--- config.mk ---
export PLATFORM = sky130hd
export DESIGN_NAME = guess_evaluator_flat
export DESIGN_NICKNAME = d
export VERILOG_FILES = /design/src/rtl/guess_evaluator_pkg.sv /design/src/rtl/guess_evaluator_if.sv /design/src/rtl/guess_evaluator_yellow_scan.sv /design/src/rtl/guess_evaluator.sv /design/src/flat_wrapper.sv
export SDC_FILE = /design/constraint.sdc
export NUM_CORES = 1
export LEC_CHECK = 0
export ABC_AREA = 1
export BUFFER_PORTS_ARGS = -buffer_cell sky130_fd_sc_hd__buf_4
export CAP_MARGIN = 5
export CELL_PAD_IN_SITES_DETAIL_PLACEMENT = 1
export CELL_PAD_IN_SITES_GLOBAL_PLACEMENT = 1
export CORE_MARGIN = 4
export CORE_UTILIZATION = 40
export CTS_CLUSTER_DIAMETER = 150
export DETAILED_ROUTE_END_ITERATION = 12
export GPL_TIMING_DRIVEN = 0
export HOLD_SLACK_MARGIN = 0.05
export PLACE_DENSITY_LB_ADDON = 0.08
export SYNTH_ARGS = -nofsm -noshare
export SYNTH_HDL_FRONTEND = slang
export SYNTH_SLANG_ARGS = --single-unit
--- constraint.sdc ---
create_clock -name clk -period 4.7 [get_ports clk]
set_input_delay 0 -clock clk [delete_from_list [all_inputs] [get_ports clk]]
set_output_delay 0 -clock clk [all_outputs]
set_load 0.1 [all_outputs]
--- src/rtl/guess_evaluator_pkg.sv ---
// Shared Wordle definitions: letter/colour codes, widths, FSM states and
// the packed board-cell payload.
package wordle_pkg;

  localparam int unsigned LETTER_W  = 5;
  localparam int unsigned COLOR_W   = 2;
  localparam int unsigned CELL_W    = LETTER_W + COLOR_W;
  localparam int unsigned WORD_LEN  = 5;
  localparam int unsigned WORD_W    = WORD_LEN * LETTER_W;
  localparam int unsigned ROW_W     = WORD_LEN * CELL_W;
  localparam int unsigned ROW_IDX_W = 3;

  localparam logic [LETTER_W-1:0] BLANK    = LETTER_W'(0);
  localparam logic [LETTER_W-1:0] LETTER_A = LETTER_W'(1);
  localparam logic [LETTER_W-1:0] LETTER_Z = LETTER_W'(26);

  localparam logic [COLOR_W-1:0] GREY   = COLOR_W'(0);
  localparam logic [COLOR_W-1:0] YELLOW = COLOR_W'(1);
  localparam logic [COLOR_W-1:0] GREEN  = COLOR_W'(2);

  typedef enum logic [2:0] {
    ST_IDLE,
    ST_GREEN,
    ST_YELLOW,
    ST_DONE,
    ST_END
  } state_t;

  typedef struct packed {
    logic [COLOR_W-1:0]  color;
    logic [LETTER_W-1:0] letter;
  } cell_t;

  // True when every cell holds a letter A..Z.
  function automatic logic word_valid(input logic [WORD_W-1:0] w);
    logic ok;
    ok = 1'b1;
    for (int i = 0; i < WORD_LEN; i++) begin
      if (w[i*LETTER_W +: LETTER_W] == BLANK || w[i*LETTER_W +: LETTER_W] > LETTER_Z)
        ok = 1'b0;
    end
    return ok;
  endfunction

endpackage

--- src/rtl/guess_evaluator_if.sv ---
// Submit/result bus between the letter-selection stage and the evaluator.
interface guess_evaluator_if;
  import wordle_pkg::*;

  logic                 submit;
  logic [WORD_W-1:0]    guess;
  logic [WORD_W-1:0]    target;
  logic                 busy;
  logic                 reject;
  logic                 result_valid;
  logic [ROW_W-1:0]     result_row;
  logic [ROW_IDX_W-1:0] row_idx;
  logic                 win;
  logic                 game_over;

  modport master (
    output submit, guess, target,
    input  busy, reject, result_valid, result_row, row_idx, win, game_over
  );

  modport slave (
    input  submit, guess, target,
    output busy, reject, result_valid, result_row, row_idx, win, game_over
  );

endinterface

--- src/rtl/guess_evaluator_yellow_scan.sv ---
// Priority finder: lowest unconsumed target position holding the given letter.
module yellow_scan
  import wordle_pkg::*;
(
  input  logic [LETTER_W-1:0] letter,
  input  logic [WORD_W-1:0]   target,
  input  logic [WORD_LEN-1:0] consumed,
  output logic                hit,
  output logic [WORD_LEN-1:0] match_onehot
);

  logic [WORD_LEN-1:0] cand;

  always_comb begin
    cand = '0;
    for (int j = 0; j < WORD_LEN; j++)
      cand[j] = !consumed[j] && (target[j*LETTER_W +: LETTER_W] == letter);
    // Isolate the lowest set bit.
    match_onehot = cand & (~cand + WORD_LEN'(1));
    hit          = |cand;
  end

endmodule

--- src/rtl/guess_evaluator.sv ---
// Scores a guess against the target with Wordle duplicate rules and emits one
// coloured board row; tracks rows used, win and game-over.
module guess_evaluator
  import wordle_pkg::*;
#(
  parameter int unsigned MAX_GUESSES = 6
) (
  input  logic               clk,
  input  logic               rst,
  guess_evaluator_if.slave   bus
);

  state_t               state_q, state_d;
  logic [2:0]           pos_q, pos_d;
  logic [WORD_W-1:0]    guess_q, guess_d;
  logic [WORD_W-1:0]    target_q, target_d;
  logic [WORD_LEN-1:0][COLOR_W-1:0] color_q, color_d;
  logic [WORD_LEN-1:0]  consumed_q, consumed_d;
  logic [ROW_IDX_W-1:0] row_q, row_d;
  logic [ROW_IDX_W-1:0] row_idx_q, row_idx_d;
  cell_t [WORD_LEN-1:0] result_q, result_d;
  logic                 busy_q, busy_d;
  logic                 reject_q, reject_d;
  logic                 valid_q, valid_d;
  logic                 win_q, win_d;
  logic                 go_q, go_d;

  logic [LETTER_W-1:0]  g_let [WORD_LEN];
  logic [LETTER_W-1:0]  t_let [WORD_LEN];
  logic                 scan_hit;
  logic [WORD_LEN-1:0]  scan_onehot;

  always_comb begin
    for (int i = 0; i < WORD_LEN; i++) begin
      g_let[i] = guess_q[i*LETTER_W +: LETTER_W];
      t_let[i] = target_q[i*LETTER_W +: LETTER_W];
    end
  end

  yellow_scan u_scan (
    .letter       (g_let[pos_q]),
    .target       (target_q),
    .consumed     (consumed_q),
    .hit          (scan_hit),
    .match_onehot (scan_onehot)
  );

  // Next-state and datapath update.
  always_comb begin
    state_d    = state_q;
    pos_d      = pos_q;
    guess_d    = guess_q;
    target_d   = target_q;
    color_d    = color_q;
    consumed_d = consumed_q;
    row_d      = row_q;
    row_idx_d  = row_idx_q;
    result_d   = result_q;
    reject_d   = 1'b0;
    valid_d    = 1'b0;
    win_d      = win_q;
    go_d       = go_q;

    unique case (state_q)
      ST_IDLE: begin
        if (bus.submit) begin
          if (!word_valid(bus.guess)) begin
            reject_d = 1'b1;
          end else begin
            guess_d    = bus.guess;
            target_d   = bus.target;
            consumed_d = '0;
            color_d    = '0;
            state_d    = ST_GREEN;
          end
        end
      end
      ST_GREEN: begin
        for (int i = 0; i < WORD_LEN; i++) begin
          if (g_let[i] == t_let[i]) begin
            color_d[i]    = GREEN;
            consumed_d[i] = 1'b1;
          end else begin
            color_d[i]    = GREY;
          end
        end
        pos_d   = 3'd0;
        state_d = ST_YELLOW;
      end
      ST_YELLOW: begin
        if (color_q[pos_q] != GREEN && scan_hit) begin
          color_d[pos_q] = YELLOW;
          consumed_d     = consumed_q | scan_onehot;
        end
        if (pos_q == 3'(WORD_LEN - 1)) begin
          // Final colours are settled here, so load the result as DONE begins.
          state_d   = ST_DONE;
          valid_d   = 1'b1;
          row_idx_d = row_q;
          for (int i = 0; i < WORD_LEN; i++) begin
            result_d[i].color  = color_d[i];
            result_d[i].letter = g_let[i];
          end
          win_d = (color_d == {WORD_LEN{GREEN}});
          go_d  = win_d || (row_q == ROW_IDX_W'(MAX_GUESSES - 1));
        end else begin
          pos_d = pos_q + 3'd1;
        end
      end
      ST_DONE: begin
        row_d   = row_q + ROW_IDX_W'(1);
        state_d = go_q ? ST_END : ST_IDLE;
      end
      ST_END: begin
        state_d = ST_END;
      end
      default: state_d = ST_IDLE;
    endcase

    busy_d = (state_d == ST_GREEN) || (state_d == ST_YELLOW) || (state_d == ST_DONE);
  end

  always_ff @(posedge clk) begin
    if (!rst) begin
      state_q    <= ST_IDLE;
      pos_q      <= '0;
      guess_q    <= '0;
      target_q   <= '0;
      color_q    <= '0;
      consumed_q <= '0;
      row_q      <= '0;
      row_idx_q  <= '0;
      result_q   <= '0;
      busy_q     <= 1'b0;
      reject_q   <= 1'b0;
      valid_q    <= 1'b0;
      win_q      <= 1'b0;
      go_q       <= 1'b0;
    end else begin
      state_q    <= state_d;
      pos_q      <= pos_d;
      guess_q    <= guess_d;
      target_q   <= target_d;
      color_q    <= color_d;
      consumed_q <= consumed_d;
      row_q      <= row_d;
      row_idx_q  <= row_idx_d;
      result_q   <= result_d;
      busy_q     <= busy_d;
      reject_q   <= reject_d;
      valid_q    <= valid_d;
      win_q      <= win_d;
      go_q       <= go_d;
    end
  end

  assign bus.busy         = busy_q;
  assign bus.reject       = reject_q;
  assign bus.result_valid = valid_q;
  assign bus.result_row   = result_q;
  assign bus.row_idx      = row_idx_q;
  assign bus.win          = win_q;
  assign bus.game_over    = go_q;

endmodule

--- src/flat_wrapper.sv ---
// flat-port wrapper written by rule: the top's interface ports become plain ports
module guess_evaluator_flat import wordle_pkg::*;
#(
  parameter int unsigned MAX_GUESSES = 6
)
  (clk, rst, bus_submit, bus_guess, bus_target, bus_busy, bus_reject, bus_result_valid, bus_result_row, bus_row_idx, bus_win, bus_game_over);
  guess_evaluator_if bus_i ();
  input  logic clk;
  input  logic rst;
  input wire logic [$bits(bus_i.submit)-1:0] bus_submit;
  input wire logic [$bits(bus_i.guess)-1:0] bus_guess;
  input wire logic [$bits(bus_i.target)-1:0] bus_target;
  output wire logic [$bits(bus_i.busy)-1:0] bus_busy;
  output wire logic [$bits(bus_i.reject)-1:0] bus_reject;
  output wire logic [$bits(bus_i.result_valid)-1:0] bus_result_valid;
  output wire logic [$bits(bus_i.result_row)-1:0] bus_result_row;
  output wire logic [$bits(bus_i.row_idx)-1:0] bus_row_idx;
  output wire logic [$bits(bus_i.win)-1:0] bus_win;
  output wire logic [$bits(bus_i.game_over)-1:0] bus_game_over;
  assign bus_i.submit = bus_submit;
  assign bus_i.guess = bus_guess;
  assign bus_i.target = bus_target;
  assign bus_busy = bus_i.busy;
  assign bus_reject = bus_i.reject;
  assign bus_result_valid = bus_i.result_valid;
  assign bus_result_row = bus_i.result_row;
  assign bus_row_idx = bus_i.row_idx;
  assign bus_win = bus_i.win;
  assign bus_game_over = bus_i.game_over;
  guess_evaluator #(.MAX_GUESSES(MAX_GUESSES)) u_core (.clk(clk), .rst(rst), .bus(bus_i));
endmodule
==> impl_results.md, run 1 <==
- Post-CTS Setup Inserts: 0
- Post-DRT Antenna Nets: 0
- Gr busiest metal: met2
- Total CTS buffers: 17
- Worst-path clk slew: 0.06 ns
- Netlist cell types: 41
- First-pass GRT wire length: 36,700 um
- M3 GR Usage: 0.0648
- Crit. End Element: flip-flop
- Worst hold stages: 4
- Vias per cell: 5.57
- Cells after synthesis: 773
- CTS root buffer: clkbuf_16
- Worst Path Arrival: 3.30 ns
- CP peak stage delay: 0.49 ns
- CTS Sinks: 117
- Initial antenna violation count: 0
- F_max: 0.339 GHz
- Final hold vios: 0
- Outcome: completed
- WL/cell: 20.8 um
- Routing usage on met2: 0.505
- Nets: 995
- Required @ worst endpoint: 5.05 ns
- H-tree depth: 4
- Global route total overflow: 0
- Starting Density: 0.415
- Most common cell on crit path: nand2_1
- Worst Hold Class: in -> reg
- Max Cap Viol: 0
- Reg2reg start: u_core.pos_q[2]
- Tot GR Track Use: 0.294
- Part of the cycle the worst path needs: 0.628
- Mean Syn Cell Area: 7.22 sq um
- Maximum fanout along the worst path: 7
- Proportion of layout cells with a drive suffix above 1: 0.182
- Std-Cell Rows: 42
- Routability cong.: 0.928
- Vias in the first global route: 6,734
- Register area share after synthesis: 0.420
- EDFF count, synth: 0
- Worst Skew: 0.00821 ns
- CTS Buffer Depth: 2
- WS Path Type: reg -> reg
- CTS tree: built
- Max-slew violation count: 0
- R2r setup slk: 1.75 ns
- Crit Reg-Reg Endpoint: u_core.bus.game_over
- Die area: 15,900 sq um
- Worst Hold End: u_core.target_q[15]
- Pwr/cell area: 389 nW/um^2
- Multi-input gate area: 2780 sq um
- DRC violations left: 0
- Synthesized Nets: 830
- Worst-Skew Late Latency: 0.42 ns
- Post-synth top flop: dfxtp_1
- LEAKAGE: 3.24 nW
- PortBufs: 95
- Worst hold slack: 0.163 ns
- # diodes: 0
- Synth warnings: 0
- Minimum period implied by the final worst setup slack: 2.95 ns
- I/O pin count: 96
- Hold Startpoint: rst
- Met1 GRT Util: 0.346
- HPWL after detailed placement: 16,600 um
- Worst R2R Path Depth: 18
- Drt pass-1 iters: 5
- Max VDD drop: 0.257 mV
- Synth-to-layout area growth: 36.1%
- Final setup viols: 0
- Die Span X: 126 um
- Core area: 13,500 sq um
- Slew HR: 0.538
- Die Ht: 126 um
- Crit-path slowest cell: dfxtp_1
- Fillers: 1,718
- Crit path cell chain: inv_2 -> nor3_2 -> nand2_1 -> nand2_2 -> nor2_4 -> nand2_1 -> a21oi_1 -> nand3_1 -> nand2_2 -> nor2_4 -> nand2_4 -> nand3_2 -> nand2_1 -> inv_1 -> nand2_1 -> nor2_1 -> nand3_1 -> a21oi_1
- Largest net degree at the start of global routing: 17
- FF+latch area: 2340 sq um
- Vias: 6,277
- Seq cells post-synth: 117
- DR iter-0 viols: 418
- Mapped cell area: 5580 sq um
- Setup TNS: 0 ns
- Worst-Margin Slew: 0.675 ns
- Startpoint Class: flip-flop
- RSZ-0062 raised after global routing: false
- Final wirelength: 23,500 um
- Ys async rst share: 0
worst max-delay path: cells and delay by family (launching register included):
kind	cells	cell delay [ns]
simple gates	14	1.86
flops	1	0.49
buf+inv	2	0.30
compound gates	2	0.22
layout by cell type (no fill, tap or decap), drive strengths merged:
cell,n
nand2,135
dfxtp,117
buf,99
a21oi,95
nor2,86
o21ai,85
inv,84
dlygate4sd3,51
clkbuf,50
nand3,32
nand4,21
nor3,17
xnor2,10
o22ai,9
clkinv,8
xor2,6
o211ai,6
nor4,6
a31oi,5
a221oi,4
ha,4
o21bai,3
a22oi,2
o2111ai,2
a211oi,2
o31ai,2
or2,2
bufinv,2
clkinvlp,2
a2111oi,1
o221a,1
o221ai,1
nand3b,1
per-stage QoR:
step | setup slack [ns] | instances | instance area (sq um) | total power, W | utilization
after CTS | 1.82 | 1127 | 7600 | 0.00295 | 0.565
after floorplan | 2.53 | 773 | 5580 | 0.00145 | -
after detailed placement | 1.84 | 1044 | 6520 | 0.00164 | 0.484
after global placement | 1.90 | 1044 | 6520 | 0.00163 | 0.484
after global routing | 1.53 | 1127 | 7600 | 0.00308 | 0.565
final | 1.75 | 1127 | 7600 | 0.00296 | 0.565
cells by family after synthesis:
group,Yosys count,synth area share
and+or+nand+nor,300,0.252
AOI/OAI and AO/OA,218,0.212
buffers and inverters,118,0.0818
DFF,117,0.420
xor gates and xnor gates,16,0.0251
adders and majority gates,4,0.00896
worst max path at each step:
| stage | start | to |
|---|---|---|
| after detailed placement | u_core.pos_q[2] | u_core.bus.game_over |
| after CTS | u_core.pos_q[0] | u_core.consumed_q[4] |
| after floorplan | u_core.pos_q[0] | u_core.bus.game_over |
| after global placement | u_core.pos_q[2] | u_core.bus.win |
| final | u_core.pos_q[2] | u_core.bus.game_over |
| after global routing | u_core.pos_q[0] | u_core.bus.game_over |
final cells by class:
class	instances	share of cell area
Clock buffer	19	0.0583
Sequential cell	117	0.308
Inverter	83	0.0410
Multi-Input combinational cell	538	0.366
Buffer	35	0.0191
Timing Repair Buffer	146	0.161
Tap cell	176	0.0290
Clock inverter	13	0.0173
what timing repair did:
action	in CTS	in global routing
hold buffers	51	0
endpoints found under the hold margin	51	0
resized for setup	0	0
per-layer routing:
metal | vias to the layer above | routed length, um | part of all wire
met5 | - | 0 | 0
met4 | 0 | 1130 | 0.048
li1 | 2942 | - | -
met3 | 72 | 1260 | 0.053
met2 | 222 | 11400 | 0.49
met1 | 3041 | 9700 | 0.41
state kept, by name, indices dropped and copies added, names as in the netlist, 5 cells and up:
name and flops:
u_core.target_q 25, u_core.consumed_q 5, u_core.bus.result_row 35, u_core.color_q 10
u_core.guess_q 25
synthesized netlist by cell type (4+ instances only):
cell type  instances  area [sq um]
nor4_1             6          37.5
o21ai_0           84           420
xnor2_1           10          87.6
clkbuf_1          31           116
nand3_1           25           125
nor3_1            14          70.1
inv_2              9          33.8
nand4_1           20           125
o22ai_1            9          56.3
nor2_4             6          67.6
nor2_1            77           289
a21oi_1           95           475
ha_1               4          50.1
nand2_2            8          50.1
nand3_2            7          70.1
o211ai_1           6          45.0
inv_1             73           274
a221oi_1           4          35.0
nand2_1          125           469
xor2_1             6          52.6
a31oi_1            5          31.3
dfxtp_1          117          2340
where the power goes:
| part | switching (W) | internal (W) |
|---|---|---|
| logic | 0.000356 | 0.000204 |
| clock network | 0.000492 | 0.000791 |
| registers | 0.0000721 | 0.00104 |
| total | 0.000919 | 0.00204 |
(Power assumes the default switching activity.)
==> inputs of run 2 (changes only) <==
--- a/config.mk
+++ b/config.mk
@@ -11,7 +11,7 @@
 export CELL_PAD_IN_SITES_DETAIL_PLACEMENT = 1
 export CELL_PAD_IN_SITES_GLOBAL_PLACEMENT = 1
 export CORE_MARGIN = 4
-export CORE_UTILIZATION = 40
+export CORE_UTILIZATION = 36
 export CTS_CLUSTER_DIAMETER = 150
 export DETAILED_ROUTE_END_ITERATION = 12
 export GPL_TIMING_DRIVEN = 0
==> constraint.sdc (replaced) <==
create_clock -name clk -period 2.5 [get_ports clk]
set_input_delay 0 -clock clk [delete_from_list [all_inputs] [get_ports clk]]
set_output_delay 0 -clock clk [all_outputs]
set_load 0.1 [all_outputs]
==> impl_results.md, run 2 (synthesis results as in run 1) <==
- DRC violations left: 0 (unchanged)
- DP Worst Slack: -0.377 ns (-2.22 ns)
- Routability cong.: 0.906 (-2.3%)
- Worst Hold Class: in -> reg
- Worst-Margin Slew: 1.12 ns (+0.449 ns)
- Slew HR: 0.231 (-0.307)
- M3 GR Usage: 0.0525 (-0.0123)
- Worst Path Arrival: 2.84 ns (-0.46 ns)
- RSZ-0062 raised after global routing: true
- WS Path Type: reg -> reg
- Required @ worst endpoint: 2.85 ns (-2.20 ns)
- CTS root buffer: clkbuf_16
- Final setup viols: 0 (unchanged)
- Final wirelength: 24,000 um (+2.0%)
- I/O pin count: 96 (unchanged)
- DR iter-0 viols: 334 (-20%)
- Starting Density: 0.367 (-0.0477)
- Maximum fanout along the worst path: 10 (+3)
- Worst-path clk slew: 0.06 ns (about the same)
- Hold Startpoint: rst
- PortBufs: 95 (unchanged)
- Die Ht: 133 um (+5.1%)
- Worst-Skew Late Latency: 0.42 ns (about the same)
- Die area: 17,600 sq um (+10%)
- Total chip power: 0.00604 W (+100%)
- Final hold vios: 0 (unchanged)
- Met1 GRT Util: 0.312 (-0.0342)
- Vias per cell: 5.39 (-3.2%)
- Synth-to-layout area growth: 47.8%
- Worst Skew: 0.00629 ns (-0.00192 ns)
- Reg2reg start: u_core.pos_q[1]
- Outcome: completed
- Global route total overflow: 0 (unchanged)
- Max reg flops: 35 (unchanged)
- CTS Buffer Depth: 2 (unchanged)
- F_max: 0.400 GHz (+18%)
- # diodes: 0 (unchanged)
- Worst setup path start: u_core.pos_q[1]
- Final setup margin: 0.00293 ns (-1.75 ns)
- Gr busiest metal: met2
- Routing usage on met2: 0.486 (-0.0191)
- H-tree depth: 4 (unchanged)
- Vias in the first global route: 6,631 (-1.5%)
- Tot GR Track Use: 0.267 (-0.0273)
- First-pass GRT wire length: 36,400 um (-0.99%)
- WL/cell: 20.6 um (-1.3%)
- CTS Sinks: 117 (unchanged)
- Proportion of layout cells with a drive suffix above 1: 0.262 (+0.0801)
- Largest net degree at the start of global routing: 17 (unchanged)
- Minimum period implied by the final worst setup slack: 2.50 ns (-0.453 ns)
- Max-slew violation count: 0 (unchanged)
- Pwr/cell area: 732 nW/um^2 (+88%)
- Std-Cell Rows: 45 (+7.1%)
- Die Span X: 133 um (+5.1%)
- Cell Area, Placed: 6530 sq um (+0.23%)
- Commonest non-fill, non-tap cell in the layout: buf_4
- Drt pass-1 iters: 5 (unchanged)
- Nets: 1,023 (+2.8%)
- Crit. End Element: flip-flop
- CTS tree: built
- Max VDD drop: 0.493 mV (+92%)
- Multi-input gate area: 3060 sq um (+9.8%)
- Max Cap Viol: 0 (unchanged)
- Final instance area: 8250 sq um (+8.6%)
- Most frequent cells in the layout: 121 x buf_4, 114 x dfxtp_1, 109 x nand2_1
- Vias: 6,281 (+0.064%)
- Setup TNS: 0 ns (unchanged)
- FF+latch area: 2350 sq um (+0.48%)
- Initial antenna violation count: 0 (unchanged)
- Total CTS buffers: 17 (unchanged)
- Core area: 15,200 sq um (+13%)
- Fillers: 1,854 (+7.9%)
- Startpoint Class: flip-flop
- Part of the cycle the worst path needs: 0.999 (+0.371)
- Post-DRT Antenna Nets: 0 (unchanged)
- LEAKAGE: 3.49 nW (+7.7%)
- HPWL after detailed placement: 16,900 um (+2.2%)
==> run 2: cell types whose count changed in the layout (fill, tap and decap cells not counted), sizes merged <==
cell / previous run / this run
bufinv: 2 / 4
inv: 84 / 81
clkbuf: 50 / 53
buf: 99 / 126
clkinv: 8 / 5
==> run 2: metrics by stage <==
step | std cells | hold slack, ns | util
final | 1165 | 0.188 | 0.543
after global routing | 1165 | 0.184 | 0.543
after CTS | 1154 | 0.166 | 0.521
after detailed placement | 1056 | 0.232 | 0.430
after global placement | 1056 | 0.221 | 0.430
after floorplan | 773 | 0.135 | -
==> run 2: worst max-delay path, stage by stage, from the launching register on <==
cell     delay [ns]
dfxtp_4        0.38
buf_4          0.18
nand4_1        0.11
nand2_2        0.10
nor2_4         0.25
nand2_1        0.10
nand3_2        0.09
nor2_2         0.04
nand3_2        0.11
nand2_2        0.08
nor2_4         0.17
nand2_8        0.12
nand2_4        0.12
nand2_4        0.06
buf_4          0.13
buf_4          0.12
buf_4          0.13
a31oi_4        0.11
==> run 2: what timing repair did <==
item | CTS | global route
buffers inserted | 18 | 10
hold buffers | 51 | 0
pin swaps | 22 | 23
cloned | 0 | 2
endpoints found under the setup margin | 38 | 57
endpoints found under the hold margin | 51 | 0
gates resized for setup | 38 | 52
==> run 2: area by class of cell <==
class / instances / area share
multi-input cells: 538 / 0.370
clock buffers: 22 / 0.0587
repair buffers: 174 / 0.179
clock inverters: 8 / 0.0179
repair inverters: 1 / 0.000910
flip-flops and latches: 117 / 0.285
well taps: 188 / 0.0285
inverters: 83 / 0.0399
plain buffers: 34 / 0.0193
==> run 2: power breakdown <==
part           switching [W]  internal [W]  total [W]
Clock               0.000901       0.00176    0.00266
Combinational       0.000768      0.000512    0.00128
Sequential          0.000136       0.00196    0.00210
==> run 2: final timing paths <==
path                               to  slack, ns  cells after the start
min               u_core.target_q[22]       0.19                      4
min reg2reg      u_core.consumed_q[3]       0.47                      2
max          u_core.bus.result_row[6]      0.003                     17
max reg2reg  u_core.bus.result_row[6]      0.003                     17
==> run 2: layer usage <==
layer,wire (um),vias to the layer above
met1,9950,3076
li1,-,2999
met5,0,-
met4,733,0
met3,939,49
met2,12300,157
